`src/rtl/dmem_access_ctrl_pkg.sv`:
```
// Shared types and defaults for the MEM-stage data-memory access controller.
// Holds the FSM encoding, default timeout and the read data returned on a bus error.
package dmem_access_ctrl_pkg;

  typedef enum logic [1:0] {
    IDLE = 2'd0,
    WAIT = 2'd1,
    DONE = 2'd2
  } dmem_state_e;

  localparam int unsigned DEFAULT_TIMEOUT_CYCLES = 64;
  localparam logic [31:0] DEFAULT_ERR_RDATA      = 32'h0000_0000;

  // A store wins when both memRead and memWrite are set, so either bit requests an access.
  function automatic logic is_access(input logic valid, input logic rd, input logic wr);
    return valid & (rd | wr);
  endfunction

endpackage

```
`src/rtl/dmem_access_ctrl_wait_timer.sv`:
```
// Wait-cycle counter for an outstanding data-memory request.
// tc flags the last cycle the controller may wait before declaring a bus error.
module dmem_wait_timer
  import dmem_access_ctrl_pkg::*;
#(
  parameter int unsigned TIMEOUT_CYCLES = DEFAULT_TIMEOUT_CYCLES
) (
  input  logic clk,
  input  logic rst,
  input  logic clr,
  input  logic en,
  output logic tc
);

  localparam logic [15:0] TC_VAL = 16'(TIMEOUT_CYCLES - 1);

  logic [15:0] count_q;
  logic [15:0] count_d;

  // Clear dominates so a fresh request always starts counting from zero.
  always_comb begin
    count_d = count_q;
    if (clr) begin
      count_d = 16'd0;
    end else if (en) begin
      count_d = count_q + 16'd1;
    end
  end

  always_ff @(posedge clk or negedge rst) begin
    if (!rst) begin
      count_q <= 16'd0;
    end else begin
      count_q <= count_d;
    end
  end

  assign tc = (count_q == TC_VAL);

endmodule

```
`src/rtl/dmem_access_ctrl.sv`:
```
// MEM-stage data-memory sequencer: issues req/ack accesses, stalls the upstream
// pipeline while one is outstanding, and reports a bus error on a missing ack.
module dmem_access_ctrl
  import dmem_access_ctrl_pkg::*;
#(
  parameter int unsigned TIMEOUT_CYCLES = DEFAULT_TIMEOUT_CYCLES,
  parameter logic [31:0] ERR_RDATA      = DEFAULT_ERR_RDATA
) (
  input  logic        clk,
  input  logic        rst,
  input  logic        mem_valid,
  input  logic        mem_read,
  input  logic        mem_write,
  input  logic [31:0] addr,
  input  logic [31:0] wdata,
  output logic        dmem_req,
  output logic        dmem_we,
  output logic [31:0] dmem_addr,
  output logic [31:0] dmem_wdata,
  input  logic        dmem_ack,
  input  logic [31:0] dmem_rdata,
  output logic        stall,
  output logic        memwb_bubble,
  output logic [31:0] rdata,
  output logic        bus_err,
  output logic [1:0]  state_dbg
);

  // Handshake: dmem_req rises for one access and stays high, with we/addr/wdata
  // frozen, until the first cycle dmem_ack is sampled high (or the timer expires);
  // dmem_ack is only honoured while the request is outstanding.

  dmem_state_e state_q, state_d;
  logic        req_q, req_d;
  logic        we_q, we_d;
  logic [31:0] addr_q, addr_d;
  logic [31:0] wdata_q, wdata_d;
  logic [31:0] rdata_q, rdata_d;
  logic        err_q, err_d;

  logic access;
  logic timer_clr;
  logic timer_en;
  logic timer_tc;

  assign access = is_access(mem_valid, mem_read, mem_write);

  assign timer_clr = (state_q == IDLE);
  assign timer_en  = (state_q == WAIT) & ~dmem_ack;

  dmem_wait_timer #(
    .TIMEOUT_CYCLES(TIMEOUT_CYCLES)
  ) u_timer (
    .clk (clk),
    .rst (rst),
    .clr (timer_clr),
    .en  (timer_en),
    .tc  (timer_tc)
  );

  always_comb begin
    state_d = state_q;
    req_d   = req_q;
    we_d    = we_q;
    addr_d  = addr_q;
    wdata_d = wdata_q;
    rdata_d = rdata_q;
    err_d   = 1'b0;
    case (state_q)
      IDLE: begin
        if (access) begin
          req_d   = 1'b1;
          we_d    = mem_write;
          addr_d  = addr;
          wdata_d = wdata;
          state_d = WAIT;
        end
      end
      WAIT: begin
        // An ack landing on the terminal count still completes the access cleanly.
        if (dmem_ack) begin
          if (!we_q) begin
            rdata_d = dmem_rdata;
          end
          req_d   = 1'b0;
          state_d = DONE;
        end else if (timer_tc) begin
          err_d = 1'b1;
          if (!we_q) begin
            rdata_d = ERR_RDATA;
          end
          req_d   = 1'b0;
          state_d = DONE;
        end
      end
      DONE: begin
        state_d = IDLE;
      end
      default: begin
        req_d   = 1'b0;
        state_d = IDLE;
      end
    endcase
  end

  always_ff @(posedge clk or negedge rst) begin
    if (!rst) begin
      state_q <= IDLE;
      req_q   <= 1'b0;
      we_q    <= 1'b0;
      addr_q  <= 32'd0;
      wdata_q <= 32'd0;
      rdata_q <= 32'd0;
      err_q   <= 1'b0;
    end else begin
      state_q <= state_d;
      req_q   <= req_d;
      we_q    <= we_d;
      addr_q  <= addr_d;
      wdata_q <= wdata_d;
      rdata_q <= rdata_d;
      err_q   <= err_d;
    end
  end

  // The IDLE-cycle stall must be combinational so the access is held in MEM
  // on the very cycle it is first seen; reset overrides it immediately.
  always_comb begin
    stall = 1'b0;
    case (state_q)
      IDLE:    stall = access;
      WAIT:    stall = 1'b1;
      default: stall = 1'b0;
    endcase
    stall = stall & rst;
  end

  assign memwb_bubble = stall;
  assign dmem_req     = req_q;
  assign dmem_we      = we_q;
  assign dmem_addr    = addr_q;
  assign dmem_wdata   = wdata_q;
  assign rdata        = rdata_q;
  assign bus_err      = err_q;
  assign state_dbg    = state_q;

endmodule

```
`config.mk`:
```
export PLATFORM = sky130hd
export DESIGN_NAME = dmem_access_ctrl
export DESIGN_NICKNAME = d
export VERILOG_FILES = /design/src/rtl/dmem_access_ctrl_pkg.sv /design/src/rtl/dmem_access_ctrl_wait_timer.sv /design/src/rtl/dmem_access_ctrl.sv
export SDC_FILE = /design/constraint.sdc
export NUM_CORES = 1
export LEC_CHECK = 0
export ABC_AREA = 1
export BUFFER_PORTS_ARGS = -buffer_cell sky130_fd_sc_hd__buf_2
export CORE_MARGIN = 2
export CORE_UTILIZATION = 45
export DETAILED_ROUTE_END_ITERATION = 7
export HOLD_SLACK_MARGIN = 0.05
export PLACE_DENSITY_LB_ADDON = 0.08
export SYNTH_ARGS = -nofsm -noshare
export SYNTH_HDL_FRONTEND = slang
export SYNTH_SLANG_ARGS = --single-unit
```
`constraint.sdc`:
```
create_clock -name clk -period 1.7 [get_ports clk]
set_input_delay 0.17 -clock clk [delete_from_list [all_inputs] [get_ports clk]]
set_output_delay 0.17 -clock clk [all_outputs]
set_load 0.02 [all_outputs]
```
After elaboration in Yosys (flattened, before gate mapping) --
Index checks and enable logic that the tools add are counted.
Cells by class: add/subtract/negate cells 1, eq/ne operators 5, muxes and demuxes 18, bitwise operators 7, reductions and logical operators 7
Operators by type and width (number):
- 2-to-1 mux 32 bit | 4
- 2-to-1 mux 16 bit | 2
- adder 16 x 1 -> 16 bit (second input constant) | 1
- == test 16 x 6 -> 1 bit (second input constant) | 1
- 2-to-1 mux 1 bit | 6
- 2-to-1 mux 2 bit | 3
- AND reduction 3 bit | 2
- case mux 2 bit (2 select lines) | 1
- AND reduction 2 bit | 2
- nonzero test 2 bit | 2
- AND 1 bit | 3
- != test 3 bit (second input constant) | 1
- NOT 1 bit | 3
- case mux 1 bit (3 select lines) | 1
- == test 2 x 1 -> 1 bit (second input constant) | 1
- == test 2 bit (second input constant) | 1
- logical NOT 2 bit | 1
- != test 2 bit (second input constant) | 1
- case mux 1 bit (2 select lines) | 1
- OR 1 bit | 1
Storage, ports and cells: register bits 117, bits of input ports 102, output and inout port bits 103, word-level logic and storage cells 46

Logic depth before layout (Yosys ltp) --
Gate-level depths: netlist (run 1).
depth in word-level cells 4, gate-level depth with buffers 10, mapped depth without buffers 9

By module --
A second synthesis (run 1) with hierarchy kept.
Unflattened totals: cells, all modules 653, area, all modules 5388.9 µm²
By module, submodules not included:
- dmem_access_ctrl | instances 1, cells each 519, area each 4421.7 µm², sequential area each 2527.4 µm²
- dmem_wait_timer | instances 1, cells each 134, area each 967.2 µm², sequential area each 400.4 µm²

Worst setup path after synthesis (run 1) --
Ideal clock, no wire load.
path kind reg-to-output, start point register state_q[1], in the netlist state_dbg[1], end point output stall, arrival 1811 ps, required time 1530 ps, setup slack -281 ps, cell stages (with the launch flop) 6, path buffers 2, cell sequence dfrtp_1 nor2_4 o211ai_4 buf_6 a21boi_0 buf_4
On the way: longest elaborated chain between the ends 3, elaborated cells on any way between the ends 4, those cells by class eq/ne (1); mux (1); bitwise (1); reduce/logical (1)
RTL lines:
- start: declaration | RTL line dmem_access_ctrl.sv:33 | dmem_state_e state_q, state_d;
- start signal: assignment | RTL line dmem_access_ctrl.sv:116 | state_q <= state_d;
- == test 2 x 1 -> 1 bit or logical NOT 2 bit (tied branches) | RTL line dmem_access_ctrl.sv:130 | case (state_q)
- case mux 1 bit (2 select lines) * | RTL line dmem_access_ctrl.sv:130
- AND 1 bit * | RTL line dmem_access_ctrl.sv:135 | stall = stall & rst;
- end: declaration | RTL line dmem_access_ctrl.sv:22 | output logic stall,
Every way passes the cells marked *; elsewhere a longest branch is shown, timed or not.

Final worst setup path (run 1) --
start point register state_q[0], in the netlist state_dbg[0], end point output memwb_bubble
On the way: longest elaborated chain between the ends 3, elaborated cells on any way between the ends 4, those cells by class eq/ne (1); mux (1); bitwise (1); reduce/logical (1)
RTL lines:
- == test 2 x 1 -> 1 bit or logical NOT 2 bit (tied branches) | RTL line dmem_access_ctrl.sv:130
- case mux 1 bit (2 select lines) * | RTL line dmem_access_ctrl.sv:130
- AND 1 bit * | RTL line dmem_access_ctrl.sv:135
- end: declaration | RTL line dmem_access_ctrl.sv:23 | output logic memwb_bubble,
Marks and branches as above.

==> results.cfg, run 1 <==
[outcome]
outcome = completed

[clocking]
clock_path_buffers = 2
cts_htree_levels = 4
cts_tree = done
cts-root-buf = sky130_fd_sc_hd__clkbuf_8
clkTransAtPathRegs_ns = 0.06
num_cts_buffers = 17
clkLatencyLatePin_ns = 0.52
clock_sink_count = 117

[final_layout]
layout.filler_cells = 803
fin_cells = 1028
layout.cell_area.non_filler_um2 = 7790
final_net_count = 979
layout-area-overhead-vs-synth_pct = 54.9
diodes = 0
drive_gt1_frac = 0.295

[yosys]
synthesized_nets = 672
synth.yosys.warnings = 0
post-synth-top-count-cell = sky130_fd_sc_hd__nand2_1
post_synth_main_area_contributors = sky130_fd_sc_hd__dfrtp_1, sky130_fd_sc_hd__nand2_1, sky130_fd_sc_hd__o21ai_0
netlist.area_leader.share = 0.582
post_synth_num_cell_types = 32
synth-edff-count = 0
syn-mean-instance-area_um2 = 8.84
syn_inst = 569
synth_top_area_cell = sky130_fd_sc_hd__dfrtp_1
syn_area_um2 = 5030
netlist_top_cells_count = sky130_fd_sc_hd__nand2_1, sky130_fd_sc_hd__dfrtp_1, sky130_fd_sc_hd__inv_1, sky130_fd_sc_hd__o21ai_0, sky130_fd_sc_hd__nand4_1
flop_and_latch_count_out_of_synthesis = 117
synth_async_sr_flop_share = 1.00
synth.yosys.seq_area_share = 0.582
synth_top_flop_cell = sky130_fd_sc_hd__dfrtp_1

[place]
detailedPlacementHpwl_um = 8510
finalWeightedCongestion = 0.858
port_buffers = 204
placed_area_um2 = 6130
dp.cells = 893

[detailed_routing]
detail_route.wirelength_um = 14200
via_count = 4941
drtAntennaViolNets = 0
drt-wirelength-per-cell_um = 13.8
drcViolationCount = 0
drc_marker_count_from_the_first_detailed_route_iteration = 365
detail_route.first_pass.iterations = 4
dr_vias_cell = 4.81

[die]
initial_core_util = 0.462
die_x_um = 110
floorplan.core_area_um2 = 10900
num_io_pins = 205
dieHeight_um = 110
rows = 38
die_area_um2 = 12000

[power]
peakVddDrop_v = 0.00108
power.density_cell_area_nw_per_um2 = 1490
power.leakage_nw = 4.23
post_layout_power_mw = 11.6

[sta]
finalHoldWorstSlack_ns = 0.128
setup-tns-final_ns = 0
maxClockFrequency_mhz = 592
layout_worst_path_cycle_share = 0.994
hold_viol = 0
unrepaired_setup_endpoints_after_global_routing = true
slew-limit-headroom = 0.577
setup-violations-final = 0
timing_worst_slew_pin_value_ns = 0.635
fin_worst_skew_ns = 0.0104
final-max-slew-violation-count = 0
finalCriticalPeriod_ns = 1.69

[global_route]
first_global_vias = 5040
grt_use_total = 0.248
pin_count_of_the_biggest_net_entering_global_routing = 131
grt_first_pass_wirelength_um = 22800
gr-total-overflow = 0
initial_antenna_violation_count = 0

[worst_setup_path]
slowest_delay_ns = 0.43
rr_startpoint = u_timer.count_q[0]
timing.critical_path.max_delay_family = flip-flops
crit_type = reg2out
timing.critical_path.to_type = output port
critical_path.slowest_cell = sky130_fd_sc_hd__dfrtp_2
crit_path_max_fanout = 3
cp-startpoint = state_dbg[0]
worst_ep_arrival_time_ns = 1.52
worst_ep_required_time_ns = 1.53
crit_path_start_kind = flip-flop
critical_path.cell_chain = nor2_4 > o211ai_4 > a21boi_2 > buf_6
path_buf_inv = 1

[worst_hold_path]
min_from = mem_valid
holdCritPathClass = in2reg

[run]
cap_violations = 0
where the power goes:
group / leakage (nW) / internal [mW] / switching [mW] / total, mW
clock: 0.286 / 2.37 / 1.20 / 3.57
sequential: 1.48 / 3.67 / 0.497 / 4.17
combinational: 2.47 / 1.35 / 2.49 / 3.84
total: 4.23 / 7.39 / 4.19 / 11.6
per-layer routing:
layer	vias to the layer above	wire length (µm)	GRT usage
li1	2405	-	-
met1	2321	5980	0.288
met2	183	6990	0.425
met3	32	869	0.0676
met4	0	370	0.113
met5	-	0	0
registers in the layout (all words and copies together), names as in the netlist:
register         cells
dmem_wdata          32
dmem_req             1
dmem_addr           32
bus_err              1
u_timer.count_q     16
dmem_we              1
state_dbg            2
rdata               32
worst reg2reg max path: stages, from the launching register on:
cell,delay (ns)
sky130_fd_sc_hd__dfrtp_1,0.38
sky130_fd_sc_hd__ha_2,0.21
sky130_fd_sc_hd__nand3_2,0.10
sky130_fd_sc_hd__nor2_1,0.14
sky130_fd_sc_hd__nand2_2,0.11
sky130_fd_sc_hd__nand2_4,0.11
sky130_fd_sc_hd__nand3_4,0.20
sky130_fd_sc_hd__nand2_1,0.15
sky130_fd_sc_hd__nand2_1,0.06
layout make-up:
cell class,instances,area (µm²),share of cell area
multi-input combinational,341,1610,0.207
clock buffer,23,477,0.0612
sequential,117,2930,0.376
tap,140,175,0.0225
inverter,83,312,0.0400
timing repair buffer,316,2160,0.277
clock inverter,8,123,0.0157
stage by stage:
step	utilization	setup WS, ns
finish	0.716	0.00993
global placement	0.563	0.0881
CTS	0.714	-0.0333
global route	0.716	-0.0661
detailed placement	0.563	-0.0146
floorplan	-	0.0670
cell usage in the layout, fill, tap and decap left out, types with 2 or more instances in the layout:
cell / synthesis / routed
sky130_fd_sc_hd__nand3_4: 1 / 2
sky130_fd_sc_hd__dfrtp_1: 117 / 115
sky130_fd_sc_hd__nand3_1: 6 / 6
sky130_fd_sc_hd__inv_1: 81 / 81
sky130_fd_sc_hd__clkinv_2: 0 / 2
sky130_fd_sc_hd__nor2_1: 29 / 29
sky130_fd_sc_hd__clkbuf_1: 12 / 2
sky130_fd_sc_hd__nand2_1: 174 / 173
sky130_fd_sc_hd__buf_6: 12 / 2
sky130_fd_sc_hd__buf_4: 1 / 11
sky130_fd_sc_hd__a21oi_1: 7 / 7
sky130_fd_sc_hd__dfrtp_2: 0 / 2
sky130_fd_sc_hd__nand2_4: 1 / 2
sky130_fd_sc_hd__nand2_2: 2 / 2
sky130_fd_sc_hd__buf_2: 4 / 201
sky130_fd_sc_hd__dlygate4sd3_1: 0 / 99
sky130_fd_sc_hd__buf_12: 0 / 3
sky130_fd_sc_hd__bufinv_16: 0 / 3
sky130_fd_sc_hd__nand4_1: 35 / 35
sky130_fd_sc_hd__clkbuf_8: 0 / 5
sky130_fd_sc_hd__clkinvlp_4: 0 / 3
sky130_fd_sc_hd__o21ai_1: 5 / 5
sky130_fd_sc_hd__o21ai_0: 66 / 66
sky130_fd_sc_hd__clkbuf_16: 0 / 16
what timing repair did:
item,in CTS,in global routing
pin swaps,3,3
resized for setup,5,5
hold endpoints to repair,215,0
endpoints found under the setup margin,5,35
buffers inserted,4,0
hold buffers,99,0
gates cloned,1,0
final timing paths:
check,cells past startpoint,end,slack (ns)
setup / recovery,4,memwb_bubble,0.01
hold / removal,4,dmem_we,0.13
setup reg to reg,8,rdata[31],0.12
hold reg to reg,2,rdata[5],0.47
max in group asynchronous,3,rdata[29],0.92
min in group asynchronous,3,dmem_we,0.27
logic make-up after synthesis:
family          Yosys count  share of synthesized area
xor+xnor                  1                    0.00174
fa+ha+maj                 1                    0.00249
simple gates            252                      0.219
buf+inv                 112                      0.103
compound gates           86                     0.0918
flops                   117                      0.582
Power figures use the tool's default switching activity.
==> inputs of run 2 (changes only) <==
- clock period: 1.7 -> 1.9 ns (I/O delays scaled with it)
==> run 2 against run 1 <==
Critical path depth did not move. Worst setup slack gained 0.080 ns. Largest power group unchanged. First-iteration DRC count decreased by 22%.
==> results.cfg, run 2 (synthesis gave the netlist of run 1 again) <==
[sta]
finalCriticalPeriod_ns = 1.81
unrepaired_setup_endpoints_after_global_routing = false
fin_worst_skew_ns = 0.00716
maxClockFrequency_mhz = 552
setup-violations-final = 0
slew-limit-headroom = 0.580
layout_worst_path_cycle_share = 0.953
timing_worst_slew_pin_value_ns = 0.630
final-max-slew-violation-count = 0
hold_viol = 0
finalHoldWorstSlack_ns = 0.163
setup-tns-final_ns = 0

[die]
die_area_um2 = 12000
rows = 38
die_x_um = 110
floorplan.core_area_um2 = 10900
dieHeight_um = 110
initial_core_util = 0.462
num_io_pins = 205

[global_route]
initial_antenna_violation_count = 0
gr-total-overflow = 0
grt_first_pass_wirelength_um = 22100
grt_use_total = 0.238
first_global_vias = 4798
pin_count_of_the_biggest_net_entering_global_routing = 118

[clocking]
cts_tree = done
clkTransAtPathRegs_ns = 0.06
cts_htree_levels = 4
clock_path_buffers = 2
num_cts_buffers = 17
clkLatencyLatePin_ns = 0.51
cts-root-buf = sky130_fd_sc_hd__clkbuf_8
clock_sink_count = 117

[detailed_routing]
drtAntennaViolNets = 0
detail_route.wirelength_um = 13800
drc_marker_count_from_the_first_detailed_route_iteration = 283
via_count = 4872
dr_vias_cell = 4.75
drcViolationCount = 0
drt-wirelength-per-cell_um = 13.5
detail_route.first_pass.iterations = 4

[final_layout]
layout.cells.most_common = sky130_fd_sc_hd__buf_2
mostFrequentLayoutCells = sky130_fd_sc_hd__buf_2, sky130_fd_sc_hd__nand2_1, sky130_fd_sc_hd__dfrtp_1
layout-area-overhead-vs-synth_pct = 53.2
drive_gt1_frac = 0.286
core_util_final = 0.708
final_net_count = 975
fin_cells = 1026

[power]
switchingPower_mw = 3.72
share_seq_of_total_power = 0.362
internal_power_mw = 6.56
pwr-share-clk = 0.311
post_layout_power_mw = 10.3
gate_power_share = 0.327
peakVddDrop_v = 0.000660
sw_frac_of_total = 0.362
power.density_cell_area_nw_per_um2 = 1330
power.leakage_nw = 4.21

[worst_setup_path]
crit_path_max_fanout = 4
worst_ep_required_time_ns = 1.71
crit_type = reg2out
crit_path_start_kind = flip-flop
timing.critical_path.to_type = output port
worst_ep_arrival_time_ns = 1.62

[place]
port_buffers = 204
dp.cells = 891
detailedPlacementHpwl_um = 8570
finalWeightedCongestion = 0.794

[run]
cap_violations = 0

[outcome]
outcome = completed

[worst_hold_path]
holdCritPathClass = in2reg
-- run 2: cell count changes in the layout (fill, tap and decap cells not counted), sizes merged --
| cell | change |
|---|---|
| nand3 | -1 |
| buf | -3 |
| clkinvlp | -1 |
| bufinv | +1 |
| diode | +1 |
| clkinv | +2 |
| clkbuf | -1 |
-- run 2: cell type report --
cell class	instances	area [µm²]
Inverter	83	312
Fill cell	817	3180
Timing Repair Buffer	313	2110
Antenna cell	1	2.50
Multi-Input combinational cell	340	1590
Clock inverter	10	155
Clock buffer	22	433
Sequential cell	117	2930
Tap cell	140	175
-- run 2: per-stage QoR --
stage	worst slack, ns	instance area (µm²)
2_1_floorplan	0.109	5030
3_3_place_gp	0.296	6100
3_5_place_dp	0.185	6100
4_1_cts	0.0220	7690
5_1_grt	0.0157	7700
6_report	0.0900	7710
-- run 2: timing repair --
| action | CTS | global route |
|---|---|---|
| cloned | 0 | 0 |
| hold endpoints to repair | 215 | 0 |
| hold buffers | 99 | 0 |
| pin swaps | 1 | 1 |
| resized for setup | 2 | 0 |
| endpoints found under the setup margin | 2 | 2 |
| setup buffers | 1 | 2 |
-- run 2: path summary, 6_finish.rpt --
check | cells past startpoint | from | slack (ns) | end
max | 4 | state_dbg[1] | 0.09 | memwb_bubble
max reg2reg | 8 | u_timer.count_q[0] | 0.20 | rdata[26]
min in group asynchronous | 3 | rst | 0.31 | dmem_we
min | 4 | mem_valid | 0.16 | state_dbg[0]
max in group asynchronous | 3 | rst | 1.10 | dmem_wdata[31]
min reg2reg | 2 | rdata[9] | 0.46 | rdata[9]
-- run 2: per-layer routing --
layer  global-route usage  up-vias  wire length [µm]
met5                    0        -                 0
li1                     -     2398                 -
met2                0.381      184              6630
met1                0.300     2259              5980
met3               0.0688       31               853
met4                0.106        0               352
-- run 2: worst max-delay path, cell delays in order, from the launching register on --
cell and delay [ns]:
sky130_fd_sc_hd__dfrtp_2 0.47, sky130_fd_sc_hd__nor2_4 0.19, sky130_fd_sc_hd__o211ai_4 0.10, sky130_fd_sc_hd__a21boi_2 0.15
sky130_fd_sc_hd__buf_2 0.20
-- run 2: power by group through the flow --
| stage | sequential (mW) | combinational [mW] | clock (mW) |
|---|---|---|---|
| floorplan | 4.71 | 0.979 | 0 |
| finish | 3.72 | 3.36 | 3.20 |
| CTS | 3.72 | 3.34 | 3.27 |
| detailed placement | 3.73 | 3.18 | 0 |
| global route | 3.82 | 3.70 | 3.38 |
| global placement | 3.72 | 3.12 | 0 |
